==> src/rtl/sprite_pos_ctrl.sv <==
// Sprite position controller: once per frame (on the falling edge of vsync)
// samples the movement request, steps the sprite in x then y with clamping
// at the screen borders, and commits the new position when enabled.
module sprite_pos_ctrl #(
    parameter int SCREEN_W = 640,
    parameter int SCREEN_H = 480,
    parameter int SPR_W    = 32,
    parameter int SPR_H    = 32
) (
    input  logic        clk,
    input  logic        rst_n,
    input  logic        vsync,
    input  logic        enable,
    input  logic [3:0]  dir,
    input  logic [3:0]  speed,
    output logic [10:0] sprite_x,
    output logic [10:0] sprite_y,
    output logic        upd_strobe,
    output logic [3:0]  edge_hit,
    output logic [15:0] frame_cnt,
    output logic        overrun
);

    localparam logic signed [11:0] X_MAX   = 12'(SCREEN_W - SPR_W);
    localparam logic signed [11:0] Y_MAX   = 12'(SCREEN_H - SPR_H);
    localparam logic [10:0]        X_LIM   = 11'(SCREEN_W - SPR_W);
    localparam logic [10:0]        Y_LIM   = 11'(SCREEN_H - SPR_H);
    localparam logic [10:0]        X_RESET = 11'((SCREEN_W - SPR_W) / 2);
    localparam logic [10:0]        Y_RESET = 11'((SCREEN_H - SPR_H) / 2);

    typedef enum logic [2:0] {
        IDLE,
        LATCH,
        MOVE_X,
        MOVE_Y,
        DONE
    } state_t;

    state_t state;
    state_t state_nxt;

    logic        vs_meta;
    logic        vs_sync;
    logic        vs_prev;
    logic        vs_fall;

    logic [3:0]  shd_dir;
    logic [3:0]  shd_speed;
    logic        shd_en;

    logic [10:0] work_x;
    logic [10:0] work_y;
    logic [1:0]  flag_lr;
    logic [1:0]  flag_tb;

    logic signed [11:0] step;
    logic signed [11:0] x_calc;
    logic signed [11:0] y_calc;
    logic [10:0] x_res;
    logic [10:0] y_res;
    logic [1:0]  x_flg;
    logic [1:0]  y_flg;

    // Bring vsync into this clock domain and keep one extra stage for edge detection
    always_ff @(posedge clk or negedge rst_n) begin
        if (!rst_n) begin
            vs_meta <= 1'b1;
            vs_sync <= 1'b1;
            vs_prev <= 1'b1;
        end else begin
            vs_meta <= vsync;
            vs_sync <= vs_meta;
            vs_prev <= vs_sync;
        end
    end

    assign vs_fall = vs_prev & ~vs_sync;

    // Frame sequencer state register
    always_ff @(posedge clk or negedge rst_n) begin
        if (!rst_n) begin
            state <= IDLE;
        end else begin
            state <= state_nxt;
        end
    end

    // Frame sequencer next state: one cycle per step once a frame starts
    always_comb begin
        state_nxt = state;
        case (state)
            IDLE:    if (vs_fall) state_nxt = LATCH;
            LATCH:   state_nxt = MOVE_X;
            MOVE_X:  state_nxt = MOVE_Y;
            MOVE_Y:  state_nxt = DONE;
            DONE:    state_nxt = IDLE;
            default: state_nxt = IDLE;
        endcase
    end

    // Candidate positions from the committed position and the latched request, with border clamping
    always_comb begin
        step   = $signed({8'd0, shd_speed});
        x_calc = $signed({1'b0, sprite_x});
        y_calc = $signed({1'b0, sprite_y});
        if (shd_dir[1] && !shd_dir[0]) begin
            x_calc = $signed({1'b0, sprite_x}) - step;
        end else if (shd_dir[0] && !shd_dir[1]) begin
            x_calc = $signed({1'b0, sprite_x}) + step;
        end
        if (shd_dir[3] && !shd_dir[2]) begin
            y_calc = $signed({1'b0, sprite_y}) - step;
        end else if (shd_dir[2] && !shd_dir[3]) begin
            y_calc = $signed({1'b0, sprite_y}) + step;
        end
        x_res = x_calc[10:0];
        x_flg = 2'b00;
        if (x_calc <= 12'sd0) begin
            x_res = 11'd0;
            x_flg = 2'b10;
        end else if (x_calc >= X_MAX) begin
            x_res = X_LIM;
            x_flg = 2'b01;
        end
        y_res = y_calc[10:0];
        y_flg = 2'b00;
        if (y_calc <= 12'sd0) begin
            y_res = 11'd0;
            y_flg = 2'b10;
        end else if (y_calc >= Y_MAX) begin
            y_res = Y_LIM;
            y_flg = 2'b01;
        end
    end

    // Per-frame datapath: latch request, compute x then y, commit when the frame was enabled
    always_ff @(posedge clk or negedge rst_n) begin
        if (!rst_n) begin
            shd_dir    <= 4'd0;
            shd_speed  <= 4'd0;
            shd_en     <= 1'b0;
            work_x     <= X_RESET;
            work_y     <= Y_RESET;
            flag_lr    <= 2'b00;
            flag_tb    <= 2'b00;
            sprite_x   <= X_RESET;
            sprite_y   <= Y_RESET;
            upd_strobe <= 1'b0;
            edge_hit   <= 4'd0;
            frame_cnt  <= 16'd0;
            overrun    <= 1'b0;
        end else begin
            upd_strobe <= 1'b0;
            if (vs_fall && state != IDLE) begin
                overrun <= 1'b1;
            end
            if (state == IDLE && vs_fall) begin
                shd_dir   <= dir;
                shd_speed <= speed;
                shd_en    <= enable;
            end
            if (state == LATCH) begin
                work_x  <= x_res;
                flag_lr <= x_flg;
            end
            if (state == MOVE_X) begin
                work_y  <= y_res;
                flag_tb <= y_flg;
            end
            if (state == MOVE_Y && shd_en) begin
                sprite_x   <= work_x;
                sprite_y   <= work_y;
                edge_hit   <= {flag_tb, flag_lr};
                frame_cnt  <= frame_cnt + 16'd1;
                upd_strobe <= 1'b1;
            end
        end
    end

endmodule
==> config.mk <==
export PLATFORM = sky130hd
export DESIGN_NAME = sprite_pos_ctrl
export DESIGN_NICKNAME = d
export VERILOG_FILES = /design/src/rtl/sprite_pos_ctrl.sv
export SDC_FILE = /design/constraint.sdc
export NUM_CORES = 1
export LEC_CHECK = 0
export BUFFER_PORTS_ARGS = -buffer_cell sky130_fd_sc_hd__buf_2
export CAP_MARGIN = 20
export CORE_ASPECT_RATIO = 1.25
export CORE_UTILIZATION = 50
export DETAILED_ROUTE_END_ITERATION = 10
export GPL_TIMING_DRIVEN = 0
export PLACE_DENSITY_LB_ADDON = 0.08
export RECOVER_POWER = 100
export SYNTH_ARGS = -nofsm -noshare
export SYNTH_HDL_FRONTEND = slang
export SYNTH_SLANG_ARGS = --single-unit
==> constraint.sdc <==
create_clock -name clk -period 2.65 [get_ports clk]
set_input_delay 0.53 -clock clk [delete_from_list [all_inputs] [get_ports clk]]
set_output_delay 0.53 -clock clk [all_outputs]
set_load 0.03 [all_outputs]
# ---- Word level (Yosys, flattened, before mapping)
# Index checks and enable logic that the tools add are counted.
dict set report totals {
  regBits 85
  latch_bits 0
  mem_bits_rw 0
  rom_bits 0
  inputBits 12
  output_inout_bits 44
  word_cells 60
  memories 0
}
dict set report op_classes {
  n_addsub 5
  n_mul 0
  div 0
  magnitude_cmp 4
  n_eq_ne 4
  shift 0
  n_mux 15
  bitwise_logic 2
  n_reduce_logical 13
}
# cell n
set ops {}
lappend ops {{2-to-1 mux 12 bit} 4}
lappend ops {{2-to-1 mux 11 bit} 4}
lappend ops {{adder 11 x 4 -> 12 bit} 2}
lappend ops {{<= comparator 12 x 1 -> 1 bit (second input constant)} 2}
lappend ops {{subtractor 11 x 4 -> 12 bit} 2}
lappend ops {{adder 16 x 1 -> 16 bit (second input constant)} 1}
lappend ops {{>= comparator 12 x 10 -> 1 bit (second input constant)} 1}
lappend ops {{>= comparator 12 x 11 -> 1 bit (second input constant)} 1}
lappend ops {{case mux 3 bit (4 select lines)} 1}
lappend ops {{logical AND 1 bit} 7}
lappend ops {{equality test 3 x 2 -> 1 bit (second input constant)} 2}
lappend ops {{zero test 1 bit} 4}
lappend ops {{2-to-1 mux 2 bit} 2}
lappend ops {{equality test 3 x 1 -> 1 bit (second input constant)} 1}
lappend ops {{zero test 3 bit} 1}
lappend ops {{2-to-1 mux 1 bit} 3}
lappend ops {{2-to-1 mux 3 bit} 1}
lappend ops {{nonzero test 3 bit} 1}
lappend ops {{inequality test 2 bit (second input constant)} 1}
lappend ops {{AND 1 bit} 1}
lappend ops {{NOT 1 bit} 1}

# ---- Longest topological paths before layout
dict set report depth {
  ltp_word 7
  ltp_mapped 10
  ltp_nobuf 10
}

# ---- Worst setup path after synthesis
# Ideal clock, no wire load.
dict set report synth_timing {
  path_kind {register -> register}
  startpoint {register sprite_y[0]}
  endpoint {register flag_tb[1]}
  setup_ns 0.082
  arrival_time_ns 2.806
  t_required_ns 2.568
  slack_ns -0.239
  path_stages_with_launch 11
  n_path_buf 0
  cell_sequence {dfrtp_1 > inv_1 > ha_1 > fa_1 > nor2_1 > a21oi_1 > a21oi_1 > or4_1 > or3_1 > or4_1 > o22ai_1}
}
dict set report synth_via {
  elab_chain_len 5
  elab_cells_between_ends 6
}
# element line
set synth_rtl {}
lappend synth_rtl {{start, declared} 17} ;# output logic [10:0] sprite_y,
lappend synth_rtl {{start signal, assigned} 172} ;# sprite_y <= work_y;
lappend synth_rtl {{adder 11 x 4 -> 12 bit} 114} ;# y_calc = $signed({1'b0, sprite_y}) + step;
lappend synth_rtl {{2-to-1 mux 12 bit} 113} ;# end else if (shd_dir[2] && !shd_dir[3]) begin
lappend synth_rtl {{2-to-1 mux 12 bit *} 111} ;# if (shd_dir[3] && !shd_dir[2]) begin
lappend synth_rtl {{<= comparator 12 x 1 -> 1 bit *} 127} ;# if (y_calc <= 12'sd0) begin
lappend synth_rtl {{2-to-1 mux 2 bit *} 127}
lappend synth_rtl {{end signal, assigned} 168} ;# flag_tb <= y_flg;
lappend synth_rtl {{end, declared} 54} ;# logic [1:0] flag_tb;
# Every way passes the cells marked *; elsewhere a longest branch is shown, timed or not.
# A chain may end at the register's enable or synchronous reset.

# ---- Final worst setup path
# Same ends and word-level chain as after synthesis.

==> summary.txt <==
Status
  • Status: complete, but fails checks
  • Failing checks: setup timing

Global route
  • All-layer global routing usage: ~25%
  • Number of global-route vias before repair: between 3000 and 4000
  • Pin count of the biggest net entering global routing: slightly above 70
  • Congestion Overflow GR: 0
  • Met3 GRT Util: approximately 4.4%
  • Initial antenna violation count: 0
  • Routing usage on met1: 28.0%
  • Global-route wire length before repair: approximately 18000 µm
  • Busiest grt layer: met2
  • Met2 usage: 45.2%

Clock tree
  • Clock Latency Late Sink: 0.34 ns
  • Clk pin slew, worst setup/hold paths: roughly 0.07 ns
  • Clk sink count: 85
  • CTS Root Cell: clkbuf_16
  • Num CTS Buffers: 9
  • H-tree Lvls: 3
  • CTS max path bufs: 2
  • CTS tree: yes

Synthesis
  • Synth top area cells: dfrtp_1, dfstp_2, mux2_2
  • Synth cell types: approximately 70
  • Flops & latches, synth: 85
  • Synth Area in Compound Gates: 14.9%
  • Synth Area in Simple Gates: roughly 18%
  • Post-Syn Area: between 4000 and 5000 µm²
  • Post-synth EDFFs: 0
  • Post-synthesis xor/xnor area fraction: 4.87%
  • Largest family of logic cells by synthesized area: simple AND/OR/NAND/NOR gates
  • Post-synthesis sequential area ratio: approximately 46%
  • Post-synth net total: approximately 470
  • Post-synth top area share: between 30% and 40%
  • Adder-cell share of the synthesized area: ~6.3%
  • Top_reg_cell synth: dfrtp_1
  • Ys Warns: 0
  • Synth area leader: dfrtp_1
  • Post-synthesis cell count: ~440
  • Async set-reset flop share out of synthesis: 100%
  • Mux cell area share after synthesis: 7.44%
  • Syn_area_per_cell: between 10 and 15 µm²

Cells and area
  • Area growth syn-to-layout: 26.3%
  • ANT cells: 0
  • Fillers: ~760
  • Layout cells sized above 1: between 30% and 40%
  • Net count, final: around 560

STA
  • Fin. max-slew vios: 0
  • Worst slew margin: roughly 37%
  • Min cycle time layout: roughly 2.9 ns
  • Setup ws final: -0.239 ns
  • Setup TNS: -0.402 ns
  • Final hold violations: 0
  • Final Setup Violations: 8
  • Clock skew: slightly below 0.008 ns
  • Hold WS: 0.279 ns
  • Worst Tran Pin Value: approximately 0.94 ns
  • Crit share post-route: 109%
  • Unrepaired setup endpoints after global routing: yes
  • Max Freq: 346 MHz

Detailed routing
  • Final wirelength: approximately 12000 µm
  • Vias per cell: around 5.8
  • DR vias: between 3000 and 4000
  • ANT nets after route: 0
  • Initial DRT Pass Iterations: 4
  • Iteration-0 DRC Markers: 141
  • Residual DRC count: 0
  • Wire per inst: around 18 µm

Critical path
  • Crit start category: flip-flop
  • Slowest library cell on the worst path: fa_2
  • Crit path buf inv count: 1
  • CP delay by family, top: simple AND/OR/NAND/NOR gates
  • Cells along the critical path: inv_2, ha_4, fa_2, nor2_1, a21oi_2, a21oi_2, or4_4, or3_1, or4_4, o22ai_2
  • Worst Setup SP: sprite_y[0]
  • R2r worst-path depth: 10
  • Critical path capture point type: flip-flop
  • Max incr delay on CP: between 0.5 and 0.6 ns
  • End of the worst register-to-register path: flag_tb[1]
  • CP required: 2.92 ns
  • Setup CP Type: reg2reg
  • CP Max Fanout: 4
  • CP Data Arrival Time: between 3 and 4 ns
  • FF-to-FF Start: sprite_y[0]
  • Reg-to-reg slack, setup: -0.24 ns

Min path
  • Worst Hold Class: in2reg
  • Worst hold path startpoint: vsync
  • WHS Endpoint: vs_meta
  • WHS Path Cells: 1

Die
  • Die Ht: 110 µm
  • I/O pin count: 56
  • Rows: 39
  • Chip width: between 80 and 90 µm
  • Initial Util: 51.2%
  • Die ar.: between 9000 and 10000 µm²
  • Core Area: 9130 µm²

Pwr
  • Tot Pwr: ~7900 µW
  • VDD IR max: ~0.65 mV
  • Power Dens Cells: about 1300 nW/µm²
  • Leak: 0.00250 µW

Job
  • Max-Cap Viols: 0

Place
  • Placer Congestion: roughly 0.9
  • HPWL after DPL: about 8100 µm
  • Buffers added on ports: 55
[synth_stat cells (12+ instances only)]
cell type,count
nor2_1,25
nand2b_1,14
a32o_1,12
o21ai_0,23
mux2_2,30
a21oi_1,12
xnor2_1,14
ha_1,17
xor2_1,12
dfrtp_1,70
dfstp_2,15
inv_1,15
nand2_1,32
[metal layers]
metal,up-vias,routed length (µm)
met1,1915,4890
met5,-,0
met4,0,312
met2,85,6070
met3,27,358
li1,1793,-
[kinds of logic after synthesis]
| group | Yosys count |
|---|---|
| fa+ha+maj | 21 |
| flops | 85 |
| xor+xnor | 26 |
| simple gates | 150 |
| mux | 31 |
| compound gates | 94 |
| buf+inv | 31 |
[stage by stage]
stage / worst slack (ns) / instances / cell area (µm²) / util [%]
after floorplan: -0.0888 / 438 / 4740 / -
after global placement: -0.515 / 616 / 5170 / 56.7
after detailed placement: -0.490 / 617 / 5200 / 57.0
after CTS: -0.241 / 652 / 5720 / 62.7
after global routing: -0.300 / 658 / 5910 / 64.7
final: -0.239 / 658 / 5910 / 64.7
[power by group]
part | switching, µW | internal [µW]
registers | 392 | 1770
clock network | 554 | 646
logic | 2550 | 1970
total | 3490 | 4380
[worst max-delay path by stage]
stage	to	slack [ns]	cells after the start
2_1_floorplan	flag_tb[1]	-0.09	10
3_3_place_gp	flag_tb[1]	-0.52	8
3_5_place_dp	flag_tb[1]	-0.49	8
4_1_cts	flag_tb[1]	-0.24	10
5_1_grt	flag_tb[1]	-0.30	10
6_report	flag_tb[1]	-0.24	10
[flip-flops by register name, summed over array words and instances (netlist names)]
register,flops
state,3
shd_dir,4
shd_speed,4
flag_lr,2
edge_hit,4
overrun,1
work_x,11
vs_prev,1
frame_cnt,16
vs_sync,1
shd_en,1
flag_tb,2
work_y,11
sprite_x,11
upd_strobe,1
sprite_y,11
vs_meta,1
[final cells by class]
cell class	instances	area, µm²	area share [%]
Timing Repair Buffer	82	454	7.69
Clock inverter	7	56.3	0.953
Inverter	15	56.3	0.953
Multi-Input combinational cell	322	2740	46.4
Clock buffer	9	225	3.81
Tap cell	123	154	2.61
Sequential cell	85	2160	36.5
Buffer	15	61.3	1.04
[worst register-to-register path, cell delays in order, from the launching register on]
cell and delay (ns):
dfrtp_2 0.43, inv_2 0.07, ha_4 0.17, fa_2 0.52
nor2_1 0.05, a21oi_2 0.12, a21oi_2 0.07, or4_4 0.51
or3_1 0.32, or4_4 0.44, o22ai_2 0.11
[cells in the final DEF, fill, tap and decap left out, types with 4 or more instances in the layout]
| cell | n |
|---|---|
| o21a_1 | 4 |
| buf_6 | 6 |
| mux2_2 | 30 |
| nor2b_1 | 8 |
| ha_1 | 11 |
| nand3_1 | 9 |
| nor2_1 | 21 |
| and3_1 | 5 |
| dfstp_2 | 14 |
| fa_2 | 4 |
| nand2_1 | 32 |
| buf_2 | 21 |
| ha_4 | 6 |
| a32o_1 | 12 |
| dfrtp_2 | 9 |
| dfrtp_1 | 61 |
| nor2_2 | 4 |
| o21ai_0 | 19 |
| clkbuf_16 | 9 |
| xor2_1 | 9 |
| a21oi_1 | 6 |
| nand2b_1 | 12 |
| and2_1 | 7 |
| xnor2_1 | 13 |
| buf_4 | 20 |
| or3_1 | 5 |
| a21oi_2 | 5 |
| nor3_1 | 7 |
| clkbuf_1 | 45 |
| a22o_1 | 4 |
| nand4_1 | 8 |
| inv_1 | 12 |
| or4_4 | 4 |
[repair_timing]
action	4_1_cts	5_1_grt
hold buffers	0	0
resized for setup	22	45
pin swaps	10	26
buffers inserted	20	7
endpoints found under the setup margin	23	22
Power figures use the tool's default switching activity.
